`src/rtl/axis_checking_sink.sv`:
```
// ---------------------------------------------------------------------------
// axis_checking_sink
//
// Terminating AXI4-Stream slave for block and system benches. It drives a
// registered TREADY according to a programmable backpressure pattern, checks
// that accepted data increments by one per beat, counts beats and packets,
// records the length of the last packet, and flags stream-stability
// violations on the master side. All error flags are sticky until ARESET or
// CLEAR.
//
// Optional feature: define AXIS_SINK_ERR_CAPTURE_EN to add ERR_EXP_DATA,
// ERR_GOT_DATA and ERR_BEAT, which freeze the expected data, received data
// and BEAT_COUNT at the first data mismatch.
//
// Ports
//   ACLK            clock
//   ARESET          synchronous active-high reset
//   S_AXIS_TVALID   stream valid
//   S_AXIS_TREADY   stream ready (registered)
//   S_AXIS_TDATA    stream data
//   S_AXIS_TLAST    end-of-packet marker
//   CFG_READY_MODE  0 always, 1 never, 2 alternate, 3 LFSR random
//   CFG_SEED        LFSR seed (0 selects 16'hACE1), loaded on reset/CLEAR
//   CFG_CHECK_EN    enables DATA_ERR reporting
//   CLEAR           one-cycle clear of counters, flags, checker and LFSR
//   BEAT_COUNT      accepted beats (wraps)
//   PKT_COUNT       accepted TLAST beats (wraps)
//   LAST_PKT_LEN    beats in the most recently completed packet
//   DATA_ERR        sticky data mismatch
//   LEN_ERR         sticky packet longer than MAX_PKT_LEN
//   PROTO_ERR       sticky TVALID drop or TDATA/TLAST change while stalled
// ---------------------------------------------------------------------------
module axis_checking_sink #(
  parameter int DATA_WIDTH  = 32,
  parameter int MAX_PKT_LEN = 64,
  parameter int LEN_WIDTH   = 16
) (
  input  logic                  ACLK,
  input  logic                  ARESET,
  input  logic                  S_AXIS_TVALID,
  output logic                  S_AXIS_TREADY,
  input  logic [DATA_WIDTH-1:0] S_AXIS_TDATA,
  input  logic                  S_AXIS_TLAST,
  input  logic [1:0]            CFG_READY_MODE,
  input  logic [15:0]           CFG_SEED,
  input  logic                  CFG_CHECK_EN,
  input  logic                  CLEAR,
  output logic [31:0]           BEAT_COUNT,
  output logic [31:0]           PKT_COUNT,
  output logic [LEN_WIDTH-1:0]  LAST_PKT_LEN,
  output logic                  DATA_ERR,
  output logic                  LEN_ERR,
  output logic                  PROTO_ERR
`ifdef AXIS_SINK_ERR_CAPTURE_EN
  ,
  output logic [DATA_WIDTH-1:0] ERR_EXP_DATA,
  output logic [DATA_WIDTH-1:0] ERR_GOT_DATA,
  output logic [31:0]           ERR_BEAT
`endif
);

  typedef enum logic {
    IDLE   = 1'b0,
    IN_PKT = 1'b1
  } state_t;

  localparam logic [15:0]           DEFAULT_SEED = 16'hACE1;
  localparam logic [DATA_WIDTH-1:0] DATA_ONE     = DATA_WIDTH'(1);
  localparam logic [LEN_WIDTH:0]    LEN_ONE_W    = (LEN_WIDTH + 1)'(1);
  localparam logic [LEN_WIDTH:0]    MAX_LEN_W    = (LEN_WIDTH + 1)'(MAX_PKT_LEN);

  state_t                 state_q, state_d;
  logic [LEN_WIDTH-1:0]   pkt_len_q, pkt_len_d;
  logic [15:0]            lfsr_q;
  logic                   seeded_q;
  logic [DATA_WIDTH-1:0]  exp_q;
  logic                   stall_q;
  logic [DATA_WIDTH-1:0]  held_data_q;
  logic                   held_last_q;

  logic                   xfer;
  logic [15:0]            seed_eff;
  logic [15:0]            lfsr_next;
  logic                   ready_next;
  logic [LEN_WIDTH:0]     beat_num_w;
  logic [LEN_WIDTH-1:0]   beat_num;
  logic                   pkt_done;
  logic                   len_viol;
  logic                   data_mismatch;
  logic                   proto_viol;

  assign xfer     = S_AXIS_TVALID && S_AXIS_TREADY;
  assign seed_eff = (CFG_SEED == 16'h0000) ? DEFAULT_SEED : CFG_SEED;

  // Fibonacci LFSR, taps 16,14,13,11, shifting toward bit 0.
  assign lfsr_next = {lfsr_q[0] ^ lfsr_q[2] ^ lfsr_q[3] ^ lfsr_q[5], lfsr_q[15:1]};

  // Next TREADY never looks at TVALID, so the pattern is source-independent.
  always_comb begin
    ready_next = 1'b1;
    case (CFG_READY_MODE)
      2'd0:    ready_next = 1'b1;
      2'd1:    ready_next = 1'b0;
      2'd2:    ready_next = ~S_AXIS_TREADY;
      default: ready_next = lfsr_q[0];
    endcase
  end

  // Length of the current beat within its packet; the extra bit keeps the
  // unsaturated value so the length check sees the true count.
  assign beat_num_w = (state_q == IDLE) ? LEN_ONE_W : ({1'b0, pkt_len_q} + LEN_ONE_W);
  assign beat_num   = beat_num_w[LEN_WIDTH] ? {LEN_WIDTH{1'b1}} : beat_num_w[LEN_WIDTH-1:0];

  // NOTE: every signal assigned in always_comb gets a default first so that
  // no path leaves it unassigned and no latch is inferred.
  always_comb begin
    state_d   = state_q;
    pkt_len_d = pkt_len_q;
    pkt_done  = 1'b0;
    len_viol  = 1'b0;
    if (xfer) begin
      len_viol = (beat_num_w > MAX_LEN_W);
      if (S_AXIS_TLAST) begin
        state_d   = IDLE;
        pkt_len_d = '0;
        pkt_done  = 1'b1;
      end else begin
        state_d   = IN_PKT;
        pkt_len_d = beat_num;
      end
    end
  end

  assign data_mismatch = seeded_q && (S_AXIS_TDATA != exp_q);

  // A beat offered but not taken last cycle must be presented unchanged.
  assign proto_viol = stall_q &&
                      (!S_AXIS_TVALID ||
                       (S_AXIS_TDATA != held_data_q) ||
                       (S_AXIS_TLAST != held_last_q));

  // NOTE: sequential state uses non-blocking assignments only, so every
  // register samples the pre-edge value of every other register.
  always_ff @(posedge ACLK) begin
    if (ARESET) begin
      state_q       <= IDLE;
      pkt_len_q     <= '0;
      lfsr_q        <= seed_eff;
      S_AXIS_TREADY <= 1'b0;
      seeded_q      <= 1'b0;
      exp_q         <= '0;
      stall_q       <= 1'b0;
      held_data_q   <= '0;
      held_last_q   <= 1'b0;
      BEAT_COUNT    <= '0;
      PKT_COUNT     <= '0;
      LAST_PKT_LEN  <= '0;
      DATA_ERR      <= 1'b0;
      LEN_ERR       <= 1'b0;
      PROTO_ERR     <= 1'b0;
`ifdef AXIS_SINK_ERR_CAPTURE_EN
      ERR_EXP_DATA  <= '0;
      ERR_GOT_DATA  <= '0;
      ERR_BEAT      <= '0;
`endif
    end else if (CLEAR) begin
      // Same as reset, except the ready pattern keeps running; a beat
      // accepted on this edge is dropped.
      state_q       <= IDLE;
      pkt_len_q     <= '0;
      lfsr_q        <= seed_eff;
      S_AXIS_TREADY <= ready_next;
      seeded_q      <= 1'b0;
      exp_q         <= '0;
      stall_q       <= 1'b0;
      held_data_q   <= '0;
      held_last_q   <= 1'b0;
      BEAT_COUNT    <= '0;
      PKT_COUNT     <= '0;
      LAST_PKT_LEN  <= '0;
      DATA_ERR      <= 1'b0;
      LEN_ERR       <= 1'b0;
      PROTO_ERR     <= 1'b0;
`ifdef AXIS_SINK_ERR_CAPTURE_EN
      ERR_EXP_DATA  <= '0;
      ERR_GOT_DATA  <= '0;
      ERR_BEAT      <= '0;
`endif
    end else begin
      state_q       <= state_d;
      pkt_len_q     <= pkt_len_d;
      lfsr_q        <= lfsr_next;
      S_AXIS_TREADY <= ready_next;

      stall_q     <= S_AXIS_TVALID && !S_AXIS_TREADY;
      held_data_q <= S_AXIS_TDATA;
      held_last_q <= S_AXIS_TLAST;
      if (proto_viol) PROTO_ERR <= 1'b1;

      if (xfer) begin
        BEAT_COUNT <= BEAT_COUNT + 32'd1;
        if (pkt_done) begin
          PKT_COUNT    <= PKT_COUNT + 32'd1;
          LAST_PKT_LEN <= beat_num;
        end
        if (len_viol) LEN_ERR <= 1'b1;

        // Expected always follows the received beat, so a mismatch
        // re-synchronises the checker to the new sequence.
        seeded_q <= 1'b1;
        exp_q    <= S_AXIS_TDATA + DATA_ONE;
        if (data_mismatch && CFG_CHECK_EN) begin
          DATA_ERR <= 1'b1;
`ifdef AXIS_SINK_ERR_CAPTURE_EN
          if (!DATA_ERR) begin
            ERR_EXP_DATA <= exp_q;
            ERR_GOT_DATA <= S_AXIS_TDATA;
            ERR_BEAT     <= BEAT_COUNT;
          end
`endif
        end
      end
    end
  end

endmodule

```
`config.mk`:
```
export PLATFORM = sky130hd
export DESIGN_NAME = axis_checking_sink
export DESIGN_NICKNAME = d
export VERILOG_FILES = /design/src/rtl/axis_checking_sink.sv
export SDC_FILE = /design/constraint.sdc
export NUM_CORES = 1
export LEC_CHECK = 0
export ABC_AREA = 1
export BUFFER_PORTS_ARGS = -buffer_cell sky130_fd_sc_hd__buf_2
export CAP_MARGIN = 5
export CORE_ASPECT_RATIO = 2
export CORE_MARGIN = 4
export CORE_UTILIZATION = 45
export DETAILED_ROUTE_END_ITERATION = 7
export PLACE_DENSITY = 0.67
export SETUP_SLACK_MARGIN = 0.05
export SLEW_MARGIN = 20
export SYNTH_ARGS = -nofsm -noshare
export SYNTH_HDL_FRONTEND = slang
export SYNTH_SLANG_ARGS = --single-unit
```
`constraint.sdc`:
```
create_clock -name ACLK -period 2.05 [get_ports ACLK]
set_input_delay 0.41 -clock ACLK [delete_from_list [all_inputs] [get_ports ACLK]]
set_output_delay 0.41 -clock ACLK [all_outputs]
set_load 0.01 [all_outputs]
```
# Word-level counts from Yosys, hierarchy flattened

Cells that the tools add are included.
Widths: inputs -> output; s select.

Flip-flop bits (word level): 184
Latch bits: 0
Bits in writable memories: 0
Memory bits (read-only): 0
Output and inout bits: 84
Word-level logic and storage cells: 55
Memories: 0

$add $sub $neg: 4
Multiply operators: 0
Divide/modulo/power cells: 0
$lt $le $gt $ge: 1
Equal/unequal tests: 5
Shift-type cells: 0
Muxes and demuxes: 11
Bitwise operators: 4
Reductions and logical operators: 15

Operator list:

| cell                  | count |
|---|---|
| $add 32x1->32 const B | 3 |
| $mux 16               | 5 |
| $ne 32x32->1          | 2 |
| $add 16x1->17 const B | 1 |
| $gt 17x7->1 const B   | 1 |
| $mux 17               | 1 |
| $logic_not 16->1      | 1 |
| $reduce_and 2->1      | 3 |
| $logic_and 1x1->1     | 5 |
| $mux 1                | 4 |
| $pmux 1 s3            | 1 |
| $xor 1x1->1           | 3 |
| $eq 2x1->1 const B    | 1 |
| $eq 2x2->1 const B    | 1 |
| $logic_not 1->1       | 2 |
| $logic_not 2->1       | 1 |
| $logic_or 1x1->1      | 2 |
| $reduce_or 2->1       | 1 |
| $ne 1x1->1            | 1 |
| $not 1->1             | 1 |

# Depth between registers and ports, before layout

Gate-level depths: netlist (run 1).

Depth in word-level cells: 5
Depth in mapped cells: 14
Gate-level depth less buffers: 14

# Least setup slack after synthesis (run 1)

No wires, ideal clock.

Kind: register to register
Start: reg PKT_COUNT[0]
End: reg PKT_COUNT[28]
Data arrival time: 1621 ps
Setup slack: 316 ps
Cell stages (with the launch flop): 12
Clock period less this slack: 1734 ps
Path through: dfxtp_1 > ha_1 > inv_1 > nor3_4 > inv_2 > or2_4 > nor2_4 > nand3_2 > nor2_2 > nand2_1 > nand2_1 > nor2_1

Longest elaborated chain between the ends: 1

RTL lines:

| element                | RTL line | RTL |
|---|---|---|
| from (decl)            | 49       | `output logic [31:0] PKT_COUNT,` |
| from (signal assigned) | 203      | `PKT_COUNT <= PKT_COUNT + 32'd1;` |
| $add 32x1->32          | 203      |  |

No other way between the ends.
A chain may end at the register's enable or synchronous reset.

# Worst setup path after layout (run 1)

Start: reg BEAT_COUNT[1]
End: reg BEAT_COUNT[28]

Longest elaborated chain between the ends: 1

RTL lines:

| element                | RTL line | RTL |
|---|---|---|
| from (decl)            | 48       | `output logic [31:0] BEAT_COUNT,` |
| from (signal assigned) | 201      | `BEAT_COUNT <= BEAT_COUNT + 32'd1;` |
| $add 32x1->32          | 201      |  |

No other way between the ends.

==> out/results.txt, run 1 <==
In the routed design, unresolved DRC markers number 0. Entering global routing, the biggest net connects 56 pins. Counting every net in the synthesized netlist gives 1407. The longest clock path from root to sink contains 2 buffers.

Headroom to the max-slew limit came out at 60.1%. Clock-pin transition on the worst setup and hold timing paths: 0.07 ns. The tools report the kind of start point of the critical path as a flop. The tightest hold path in the finished design has a slack of 0.159 ns. Summing the areas of all xor and xnor instances in the mapped netlist gives 7.98% of the synthesized area. The share of final-layout standard cells stronger than drive strength 1 works out to 18.0%. Hold path endpoint: S_AXIS_TREADY$_SDFF_PP0_. The die covers 23200 um2. A synthesized cell averages 6.92 um2.

The tools report the gate count after technology mapping as 1347. The startpoint-to-endpoint class of the critical path is flop to flop. For the cell count after placement, the log shows 1756. The worst hold-check path type is input pin to flop. In this run, synthesis produced a sequential element count of 184. The run gives 43.3 mm as the wire length of the first global-routing pass.

The minimum clock period after layout is 1.84 ns. The commonest cells after synthesis are nand2_1, dfxtp_1, nor2_1. For the weighted congestion at the end of routability-driven global placement, the log shows 0.930. The portion of synthesized area spent on multiplexers is 0.107%. The height of the chip was 212 um. The depth of the worst register-to-register path is 10, and the core region area is 20400 um2.

The tool flagged a number of max-cap violations equal to 0. The total vias in the final route came out at 9204. Adding up every negative setup slack in the final design gives 0 ns. After synthesis, flip-flops and latches occupy 39.5% of the total area. Root cell of the clock tree: clkbuf_16. The pre-antenna-repair detailed-routing pass consisted of 5 iterations. Summing all non-filler instances in the final layout gives an area of 11300 um2. The run gives 0 as the number of max-slew violations in the final report. The power per cell area is 698 nW/um2. For this design the top-level I/O count stands at 140.

The setup slack of the most critical reg-to-reg path was 0.21 ns. TritonCTS built the clock tree. In this run the worst path has a maximum fanout of 4.

The worst hold path startpoint was ARESET. Of the total synthesized cell area, the portion taken by AND, OR, NAND and NOR gates is 30.8%. The worst setup path is captured at a flop.

The logs give 184 for the number of clock sinks and 0.0146 ns for the placement-stage worst setup slack. Measured along the x axis, the die boundary spans 110 um. The number of flops mapped to enable cells by yosys was 0; the number of synthesis warnings was 0. For the worst setup path, the data required time is 2.39 ns. The worst hold path passes through 2 cells. The initial core utilization was 45.8%; the total congestion overflow was 0. Of all cell types, the one taking the most synthesized area is dfxtp_1.

The logs give 0 for the number of failing hold endpoints at the final stage and 0.45 ns for the later-pin clock latency in the skew report. For this run, asynchronously set or reset flops after synthesis account for 0%. Setup violations remaining at the end of the flow were counted as 0.

The HPWL after detailed placement is 21.2 mm. The number of global-route vias before repair was 9002; the post-route clock period utilization was 89.6%. Of the total synthesized cell area, the portion taken by full adders, half adders and majority gates is 0.537%. At the worst endpoint, the arrival time is 2.17 ns.

Summing the areas of all compound-gate instances in the mapped netlist gives 11.8% of the synthesized area. Using the TritonRoute via totals, the vias-per-cell ratio works out to 5.14. The run gives 0 as the number of antenna violations at the first check in global routing.

The worst path meets setup with 0.214 ns of slack. The run gives 0 as the number of buffers inserted for hold repair after clock tree synthesis. The largest family of logic cells by synthesized area was simple AND/OR/NAND/NOR gates.

In this run the number of H-tree levels came out at 4. The count of cells in the finished layout, fillers not included, comes to 1790. The run gives 0.0109 ns as the clock skew after layout. The final-stage net count came out at 1571. For this design the static power due to leakage is 0.00501 uW. The run gives 0.545 GHz as the peak clock frequency supported by timing. The run gives 45 as the number of different library cells in the post-synthesis netlist. In this design, the critical path's most frequently occurring cell is nand3_1. Yosys attributes the largest share of cell area to dfxtp_1, nand2_1, nor2_1, inv_1, xor2_1. The routed wirelength normalized by instance count was 15.3 um.

The total wirelength of the detailed-routed design was 27.4 mm. The endpoint identified for the worst register-to-register timing path is BEAT_COUNT[28]$_SDFFE_PP0P_. The share of synthesized area in the top cell type comes to 39.5%. The largest single stage delay on the critical path is 0.35 ns.

The largest individual stage delay along the critical path comes from the cell dfxtp_2. The count of inserted antenna diode cells is 0, and the detailed router's first-iteration violation count is 395. The tools report the reg-to-reg startpoint as BEAT_COUNT[1]$_SDFFE_PP0P_. Row generation in the floorplan step produced 74 rows.

The post-place instance area was 10600 um2; the area overhead of the layout relative to synthesis was 20.7%. In the synthesized netlist the dominant register cell turns out to be dfxtp_1. The signal on the critical path passes through ha_1, inv_1, nor2_4, nand3_4, nor3_4, nand3_1, nor2_1, nand3_1, o21ai_0, a21oi_1. The most common cell in the netlist is nand2_1.

The mapped netlist covers 9330 um2. The antenna violation net count after detailed routing was 0; the transition time at the pin with the least slew margin was 0.599 ns. The flow ran to the end, and the final reports show no timing, DRC or antenna violations.

VDD sags by at most 0.641 mV. The run gives 17 as the number of buffers created by CTS. The count of buffers added on input and output ports is 139. Setup repair after global routing could not meet its margin everywhere. In the global route stage, overall resource usage came out at 24.0%.
-- per-stage QoR --
stage,power (uW),utilization [%]
floorplan,4120,-
global placement,4350,51.8
detailed placement,4360,51.8
CTS,7930,55.0
global route,8130,55.3
finish,7850,55.3
-- metal layers --
layer  routed length, um  track usage [%]  up-vias
met5                   0                0        -
met4                1440             13.3        0
met3                1240             5.46       92
met2               15500             46.5      236
met1                9200             22.0     4224
li1                    -                -     4652
-- worst max-delay path by stage --
stage / from / depth (start not counted) / slack [ns] / end
2_1_floorplan: PKT_COUNT[0]$_SDFFE_PP0P_ / 11 / 0.32 / PKT_COUNT[28]$_SDFFE_PP0P_
3_3_place_gp: S_AXIS_TDATA[2] / 10 / 0.07 / exp_q[25]$_SDFFE_PP0P_
3_5_place_dp: S_AXIS_TDATA[2] / 10 / 0.01 / exp_q[27]$_SDFFE_PP0P_
4_1_cts: S_AXIS_TREADY$_SDFF_PP0_ / 12 / 0.13 / PKT_COUNT[22]$_SDFFE_PP0P_
5_1_grt: pkt_len_q[0]$_SDFFE_PP0P_ / 12 / 0.04 / pkt_len_q[1]$_SDFFE_PP0P_
6_report: BEAT_COUNT[1]$_SDFFE_PP0P_ / 10 / 0.21 / BEAT_COUNT[28]$_SDFFE_PP0P_
-- sequential cells by signal (all words and copies together) (netlist names), 16 cells and up --
signal	count
pkt_len_q	16
exp_q	32
lfsr_q	16
PKT_COUNT	32
LAST_PKT_LEN	16
BEAT_COUNT	32
held_data_q	32
-- cell usage in the layout (no fill, tap or decap), types with 53 or more instances in the layout --
cell	count
buf_2	139
buf_4	53
xor2_1	61
inv_1	172
nor2_1	176
nand3_1	73
o21ai_0	74
dfxtp_1	179
nand2_1	266
a21oi_1	74
-- area by class of cell --
class	instances	area [um2]
clock buffer	21	470
clock inverter	11	170
fill	2074	9110
inverter	180	677
multi-input combinational	936	4820
sequential	184	3690
tap	266	333
timing repair buffer	192	1090
-- repair_timing --
action	CTS	global route
gates resized for setup	0	15
setup endpoints to repair	0	22
setup buffers	0	2
-- critical path, delay by kind of cell, from the launching register on --
kind                     cells  cell delay [ns]
adder cells (fa/ha/maj)      1             0.15
AO/OA/AOI/OAI                2             0.22
flip-flops                   1             0.35
AND/OR/NAND/NOR              6             0.94
buffers and inverters        1             0.06
-- where the power goes --
| part | switching (uW) | internal, uW | leakage, uW | total, uW |
|---|---|---|---|---|
| Combinational | 374 | 210 | 0.00319 | 584 |
| Sequential | 39.4 | 3650 | 0.00150 | 3690 |
| Clock | 1440 | 2140 | 0.000317 | 3580 |
| Total | 1850 | 6000 | 0.00501 | 7850 |
-- logic make-up (layout without fill, tap and decap cells) --
kind of cell,Yosys count,count (layout)
AND/OR/NAND/NOR,647,647
buffers and inverters,227,404
AO/OA/AOI/OAI,199,199
flip-flops,184,184
XOR/XNOR,85,85
adder cells (fa/ha/maj),4,4
multiplexers,1,1
Power figures use the tool's default switching activity.
==> run 2, diff against run 1 <==
--- a/config.mk
+++ b/config.mk
@@ -7,7 +7,7 @@
 export LEC_CHECK = 0
 export ABC_AREA = 1
 export BUFFER_PORTS_ARGS = -buffer_cell sky130_fd_sc_hd__buf_2
-export CAP_MARGIN = 5
+export CAP_MARGIN = 0
 export CORE_ASPECT_RATIO = 2
 export CORE_MARGIN = 4
 export CORE_UTILIZATION = 45
==> constraint.sdc (replaced) <==
create_clock -name ACLK -period 2.05 [get_ports ACLK]
set_input_delay 0.3075 -clock ACLK [delete_from_list [all_inputs] [get_ports ACLK]]
set_output_delay 0.3075 -clock ACLK [all_outputs]
set_load 0.01 [all_outputs]
==> run 2 against run 1 <==
Against the previous run: hold slack lost 0.084 ns; critical path type unchanged; power shrank 0.83%; design area is 0.29% lower; largest cell class unchanged.
==> out/results.txt, run 2 (synthesized netlist as in run 1, its figures left out) <==
The transition time at the pin with the least slew margin was 1.00 ns (was 0.599 ns). Most used cell along the critical path: nand2_1 (was nand3_1). The logs give 45.8% (unchanged) for the initial core utilization and 21.1 mm (was 21.2 mm) for the sum of net half-perimeters after detailed placement. For the final-layout setup total negative slack, the log shows 0 ns (unchanged). Endpoint kind of the worst setup timing path: a flop (unchanged). TritonCTS built the clock tree.

The pin count of the biggest net entering global routing is 56 (unchanged), and the worst path setup slack after routing is 0.185 ns (was 0.214 ns). The weighted congestion at the end of routability-driven global placement was 0.944 (was 0.930); the final-stage net count was 1562 (was 1571). The run gives 0.592 mV (was 0.641 mV) as the maximum VDD drop. The routed wirelength normalized by instance count works out to 15.5 um (was 15.3 um). The average via count per standard cell was 5.19 (was 5.14). The startpoint-to-endpoint class of the critical path was flop to flop (unchanged). The most common cell after layout, fill and taps aside was nand2_1 (unchanged). The slowest stage cell on the critical path is dfxtp_1 (was dfxtp_2). The run gives 8830 (was 9002) as the number of global-route vias before repair. Number of cell rows: 74 (unchanged). The share of final-layout standard cells stronger than drive strength 1 is 17.6% (was 18.0%).

For the count of boundary I/O pins, the log shows 140 (unchanged). The count of input and output buffers came out at 139 (unchanged). Worst hold-check path type: input pin to flop (unchanged). Minimum clock period after layout: 1.86 ns (was 1.84 ns).

The root cell of the clock tree was clkbuf_16 (unchanged). The number of clock sinks was 184 (unchanged). The run gives 396 (was 395) as the detailed router's first-iteration violation count. Kind of start point of the critical path: a flop (unchanged). The run gives 42.8 mm (was 43.3 mm) as the wire length of the first global-routing pass. The placement-stage worst setup slack is 0.0414 ns (was 0.0146 ns), and the total wirelength of the detailed-routed design is 27.5 mm (was 27.4 mm). The worst path arrival time came out at 2.21 ns (was 2.17 ns). The run gives 5 (unchanged) as the first-pass detailed-route iteration total.

The clock-pin transition on the worst setup and hold timing paths is 0.07 ns (about the same). The tools report the max-slew headroom at the worst pin as 33.0% (was 60.1%). The biggest fanout along the worst timing path was 5 (was 4). The floorplan die width was 110 um (unchanged). The run gives 17 (unchanged) as the number of buffers created by CTS. The tools report the reg-to-reg startpoint as PKT_COUNT[0]$_SDFFE_PP0P_ (was BEAT_COUNT[1]$_SDFFE_PP0P_).

For the clock skew after layout, the log shows 0.00959 ns (was 0.0109 ns). Setup repair after global routing left no endpoint under its margin. For the number of fill cells, the log shows 2029 (was 2074). For the number of max-slew violations in the final report, the log shows 0 (unchanged). The number of buffer and inverter instances along the worst setup path came out at 2 (was 1). The logs give 23.9% (was 24.0%) for the combined global-route utilization of all metal layers and 9248 (was 9204) for the total vias in the final route.

For the remaining design rule violation count, the log shows 0 (unchanged). The area overhead of the layout relative to synthesis is 20.4% (was 20.7%), and the number of antenna violations at the first check in global routing is 0 (unchanged). The tools report the peak clock frequency supported by timing as 0.536 GHz (was 0.545 GHz). Worst hold path startpoint: ARESET (unchanged).

The leakage power of the design is 0.00495 uW (was 0.00501 uW). The number of failing hold endpoints at the final stage was 0 (unchanged). The tools report the area of the die as 23200 um2 (unchanged).

The depth of the CTS H-tree is 4 (unchanged), and the final setup violation count is 0 (unchanged). Post-route clock period utilization: 91.0% (was 89.6%). The buffer depth of the longest clock path was 2 (unchanged); the largest stage delay on the critical path was 0.40 ns (was 0.35 ns). The run gives 0 (unchanged) as the total congestion overflow.

Critical path, cell by cell: ha_1, inv_1, nor3_4, inv_2, or2_4, nor2_4, nand3_2, nor2_2, nand2_1, nand2_1, nor2_1 (was ha_1, inv_1, nor2_4, nand3_4, nor3_4, nand3_1, nor2_1, nand3_1, o21ai_0, a21oi_1). Later-pin clock latency in the skew report: 0.45 ns (about the same). The core region area came out at 20400 um2 (unchanged). The run finished with clean final reports.

The max-capacitance violation count was 0 (unchanged); the height of the chip was 212 um (unchanged). Required time at the endpoint of the critical path: 2.39 ns (about the same). The antenna violation net count after detailed routing was 0 (unchanged); the power per cell area was 694 nW/um2 (was 698 nW/um2).

Kind of cell adding the most delay to the critical path: simple AND/OR/NAND/NOR gates (unchanged). Top library cells by usage in the layout, fill and taps aside: nand2_1, dfxtp_1, nor2_1 (unchanged). Start point of the critical path: PKT_COUNT[0]$_SDFFE_PP0P_ (was BEAT_COUNT[1]$_SDFFE_PP0P_).

The run gives 0 (unchanged) as the count of inserted antenna diode cells.
==> run 2: changes by cell type in the layout (fill, tap and decap cells not counted), moves of 2 or more <==
cell        change
buf_12          +2
buf_4          -11
clkbuf_8        -3
clkinv_4        -3
clkinvlp_4      +3
dfxtp_1         +2
dfxtp_2         -2
ha_1            +2
ha_2            -2
inv_6           +2
nand3_1         -2
nor2_1          -2
nor2_2          +2
==> run 2: stage by stage <==
step	total power, uW	std cells	instance area [um2]	hold slack [ns]	utilization [%]
floorplan	4120	1347	9330	0.377	-
global placement	4340	1746	10500	0.412	51.6
global route	8070	1781	11200	0.0679	55.1
CTS	7860	1778	11100	0.0668	54.6
detailed placement	4350	1746	10500	0.420	51.6
finish	7790	1781	11200	0.0754	55.1
==> run 2: worst paths after layout <==
check	slack (ns)	to	depth (start not counted)
setup / recovery	0.19	PKT_COUNT[28]$_SDFFE_PP0P_	11
hold / removal	0.08	S_AXIS_TREADY$_SDFF_PP0_	2
setup reg to reg	0.19	PKT_COUNT[28]$_SDFFE_PP0P_	11
hold reg to reg	0.44	lfsr_q[12]$_DFF_P_	2
==> run 2: worst register-to-register path: stages (launching register included) <==
cell	delay [ns]
dfxtp_1	0.40
ha_1	0.27
inv_1	0.10
nor3_4	0.21
inv_2	0.06
or2_4	0.25
nor2_4	0.12
nand3_2	0.10
nor2_2	0.11
nand2_1	0.06
nand2_1	0.06
nor2_1	0.04
==> run 2: layer usage <==
layer / wire [um] / track usage, % / up-vias
li1: - / - / 4626
met1: 9400 / 22.4 / 4265
met2: 15400 / 46.0 / 262
met3: 1180 / 4.24 / 95
met4: 1500 / 14.4 / 0
met5: 0 / 0 / -
==> run 2: cell type report <==
type                    instances  area (um2)  share of cell area (%)
flip-flops and latches        184        3690                    32.9
repair buffers                183        1050                    9.36
inverters                     180         677                    6.03
well taps                     266         333                    2.97
clock buffers                  17         425                    3.79
multi-input cells             936        4850                    43.2
clock inverters                15         200                    1.78
==> run 2: power breakdown <==
part | total (uW) | switching (uW) | leakage [uW] | internal (uW)
Sequential | 3690 | 39.2 | 0.00150 | 3650
Clock | 3520 | 1470 | 0.000301 | 2050
Combinational | 578 | 373 | 0.00315 | 205
Total | 7790 | 1880 | 0.00495 | 5900
==> run 2: what timing repair did <==
| item | 4_1_cts | 5_1_grt |
|---|---|---|
| setup endpoints to repair | 0 | 15 |
| hold buffers | 0 | 0 |
| buffers inserted | 0 | 3 |
| gates resized for setup | 0 | 17 |
==> run 3, diff against run 2 <==
==> constraint.sdc (replaced) <==
create_clock -name ACLK -period 1.8 [get_ports ACLK]
set_input_delay 0.27 -clock ACLK [delete_from_list [all_inputs] [get_ports ACLK]]
set_output_delay 0.27 -clock ACLK [all_outputs]
set_load 0.01 [all_outputs]
==> run 3 against run 2 <==
Against the previous run: clock skew fell by 0.00055 ns; design area rose by 6.2%; die area did not move; register-to-register slack got worse by 0.11 ns; first-iteration DRC count rose by 7.3%; non-clock buffer count rose by 72; flip-flop and latch count did not move; sequential share of layout area fell by 1.8 points; final cell count rose by 4.0%; hold slack got worse by 0.027 ns; clock power rose by 14%; highest routed layer unchanged.
==> out/results.txt, run 3 (synthesized netlist as in run 1, its figures left out) <==
The height of the chip is 212 um (unchanged), and the post-route clock period utilization is 95.9% (was 91.0%). The total congestion overflow came out at 0 (unchanged). The tools report the reg-to-reg startpoint as S_AXIS_TREADY$_SDFF_PP0_ (was PKT_COUNT[0]$_SDFFE_PP0P_).

For the number of global-route vias before repair, the log shows 9218 (was 8830). The first-pass detailed-route iteration total was 7 (was 5). The tools report the root cell of the clock tree as clkbuf_16 (unchanged). Setup repair after global routing could not meet its margin everywhere.

The global-route met1 utilization was 22.0% (was 22.4%). The power per cell area came out at 750 nW/um2 (was 694 nW/um2). The final-stage net count was 1634 (was 1562); the worst path setup slack after routing was 0.0730 ns (was 0.185 ns). The minimum clock period after layout works out to 1.73 ns (was 1.86 ns).

The logs give 0 (unchanged) for the number of failing hold endpoints at the final stage and 0.579 GHz (was 0.536 GHz) for the peak clock frequency supported by timing. The global-route met3 utilization came out at 5.55% (was 4.24%). The max-slew headroom at the worst pin is 61.1% (was 33.0%). The met2 capacity usage during global routing is 47.1% (was 46.0%). Critical path, cell by cell: nand2_8, inv_4, nand2_4, nor2_4, nand2_4, nor2_4, nand2_2, nor2_4, nand2_2, nor2_4, nand2_1, nand2_1, nand2_1, nor2_1 (was ha_1, inv_1, nor3_4, inv_2, or2_4, nor2_4, nand3_2, nor2_2, nand2_1, nand2_1, nor2_1).

The kind of start point of the critical path is a flop (unchanged). The worst hold-check path type is input pin to flop (unchanged). The run gives 17 (unchanged) as the number of buffers created by CTS. The most heavily used metal layer in global routing is met2 (unchanged). The run gives 1797 (was 1746) as the cell count after placement. The number of antenna violations at the first check in global routing is 0 (unchanged), and the placement-stage worst setup slack is -0.0619 ns (was 0.0414 ns). The total wirelength of the detailed-routed design is 28.5 mm (was 27.5 mm). Area overhead of the layout relative to synthesis: 27.8% (was 20.4%). The total vias in the final route came out at 9456 (was 9248). TritonCTS built the clock tree. The sum of net half-perimeters after detailed placement came out at 21.5 mm (was 21.1 mm). The floorplan die width was 110 um (unchanged); the count of boundary I/O pins was 140 (unchanged). The endpoint kind of the worst setup timing path is a flop (unchanged). The tools report the start point of the critical path as S_AXIS_TREADY$_SDFF_PP0_ (was PKT_COUNT[0]$_SDFFE_PP0P_).

The transition time at the pin with the least slew margin is 0.583 ns (was 1.00 ns), and the final-layout setup total negative slack is 0 ns (unchanged). The tools report the buffer depth of the longest clock path as 2 (unchanged). The biggest fanout along the worst timing path was 5 (unchanged).

The slowest stage cell on the critical path was dfxtp_4 (was dfxtp_1). The run gives 0.44 ns (was 0.45 ns) as the later-pin clock latency in the skew report. The logs give 101 (was 56) for the pin count of the biggest net entering global routing and 1.00 (was 0.944) for the weighted congestion at the end of routability-driven global placement.

The startpoint-to-endpoint class of the critical path is flop to flop (unchanged). The sequential standard cell area was 3710 um2 (was 3690 um2). The most common cell after layout, fill and taps aside was nand2_1 (unchanged).

The logs give 0 (unchanged) for the remaining design rule violation count and 425 (was 396) for the detailed router's first-iteration violation count. Top library cells by usage in the layout, fill and taps aside: nand2_1, dfxtp_1, inv_1 (was nand2_1, dfxtp_1, nor2_1). The logs give 58.5% (was 55.1%) for the final design utilization and 2.19 ns (was 2.39 ns) for the required time at the endpoint of the critical path. The clock skew after layout was 0.00904 ns (was 0.00959 ns). Count of inserted antenna diode cells: 0 (unchanged).

The worst hold path startpoint is ARESET (unchanged). The tools report the area of combinational cells with multiple inputs as 4990 um2 (was 4850 um2). The most used cell along the critical path was nor2_4 (was nand2_1). Largest stage delay on the critical path: 0.38 ns (was 0.40 ns).

The run gives 1852 (was 1781) as the count of non-filler cells in the finished layout. For the number of fill cells, the log shows 1964 (was 2029). For the number of cell rows, the log shows 74 (unchanged). The number of buffers inserted for hold repair after clock tree synthesis came out at 0 (unchanged).

The final setup violation count is 0 (unchanged), and the clock-pin transition on the worst setup and hold timing paths is 0.07 ns (about the same). Number of max-slew violations in the final report: 0 (unchanged). Antenna violation net count after detailed routing: 0 (unchanged). The number of clock sinks was 184 (unchanged); the worst path arrival time was 2.12 ns (was 2.21 ns).

The initial core utilization is 45.8% (unchanged), and the routed wirelength normalized by instance count is 15.4 um (was 15.5 um). For the leakage power of the design, the log shows 0.00532 uW (was 0.00495 uW). The count of input and output buffers was 139 (unchanged); the area of the die was 23200 um2 (unchanged). The combined global-route utilization of all metal layers came out at 24.4% (was 23.9%). The core region area came out at 20400 um2 (unchanged). Wire length of the first global-routing pass: 44.0 mm (was 42.8 mm). The share of final-layout standard cells stronger than drive strength 1 is 24.2% (was 17.6%), and the max-capacitance violation count is 0 (unchanged). The depth of the CTS H-tree was 4 (unchanged). The average via count per standard cell was 5.11 (was 5.19); the maximum VDD drop was 0.738 mV (was 0.592 mV). The flow ran to the end, and the final reports show no timing, DRC or antenna violations.
==> run 3: report_power, final <==
group / switching, uW / total (uW) / internal (uW)
combinational: 439 / 707 / 268
sequential: 45.0 / 4210 / 4160
clock: 1630 / 4030 / 2390
==> run 3: layout make-up <==
type	instances	area share, %
timing repair buffer	255	13.3
tap	266	2.79
sequential	184	31.1
inverter	180	5.72
clock buffer	20	3.83
clock inverter	11	1.43
multi-input combinational	936	41.9
==> run 3: path summary, 6_finish.rpt <==
kind / end / slack, ns / cells past startpoint
max: BEAT_COUNT[27]$_SDFFE_PP0P_ / 0.07 / 14
min: S_AXIS_TREADY$_SDFF_PP0_ / 0.05 / 2
max reg2reg: BEAT_COUNT[27]$_SDFFE_PP0P_ / 0.07 / 14
min reg2reg: lfsr_q[9]$_DFF_P_ / 0.44 / 2
==> run 3: layer usage <==
metal	routed length, um	vias to the layer above
met1	9690	4343
met2	15900	245
met4	1730	0
met5	0	-
met3	1180	93
li1	-	4775
==> run 3: what timing repair did <==
action	in CTS	in global routing
pin swaps	4	23
gates resized for setup	10	71
cloned	0	0
setup buffers	2	22
endpoints found under the setup margin	11	49
==> run 3: critical path: cells and delay by family, from the launching register on <==
kind	cells	cell delay (ns)
flip-flops	1	0.38
AND/OR/NAND/NOR	13	1.21
buffers and inverters	1	0.08
==> run 3: per-stage QoR <==
stage	cell area (um2)	hold slack (ns)	power, uW
after floorplan	9330	0.339	4690
after global placement	10900	0.412	4980
after detailed placement	10900	0.419	4990
after CTS	11500	0.0229	9020
after global routing	11900	0.0244	9300
final	11900	0.0480	8940
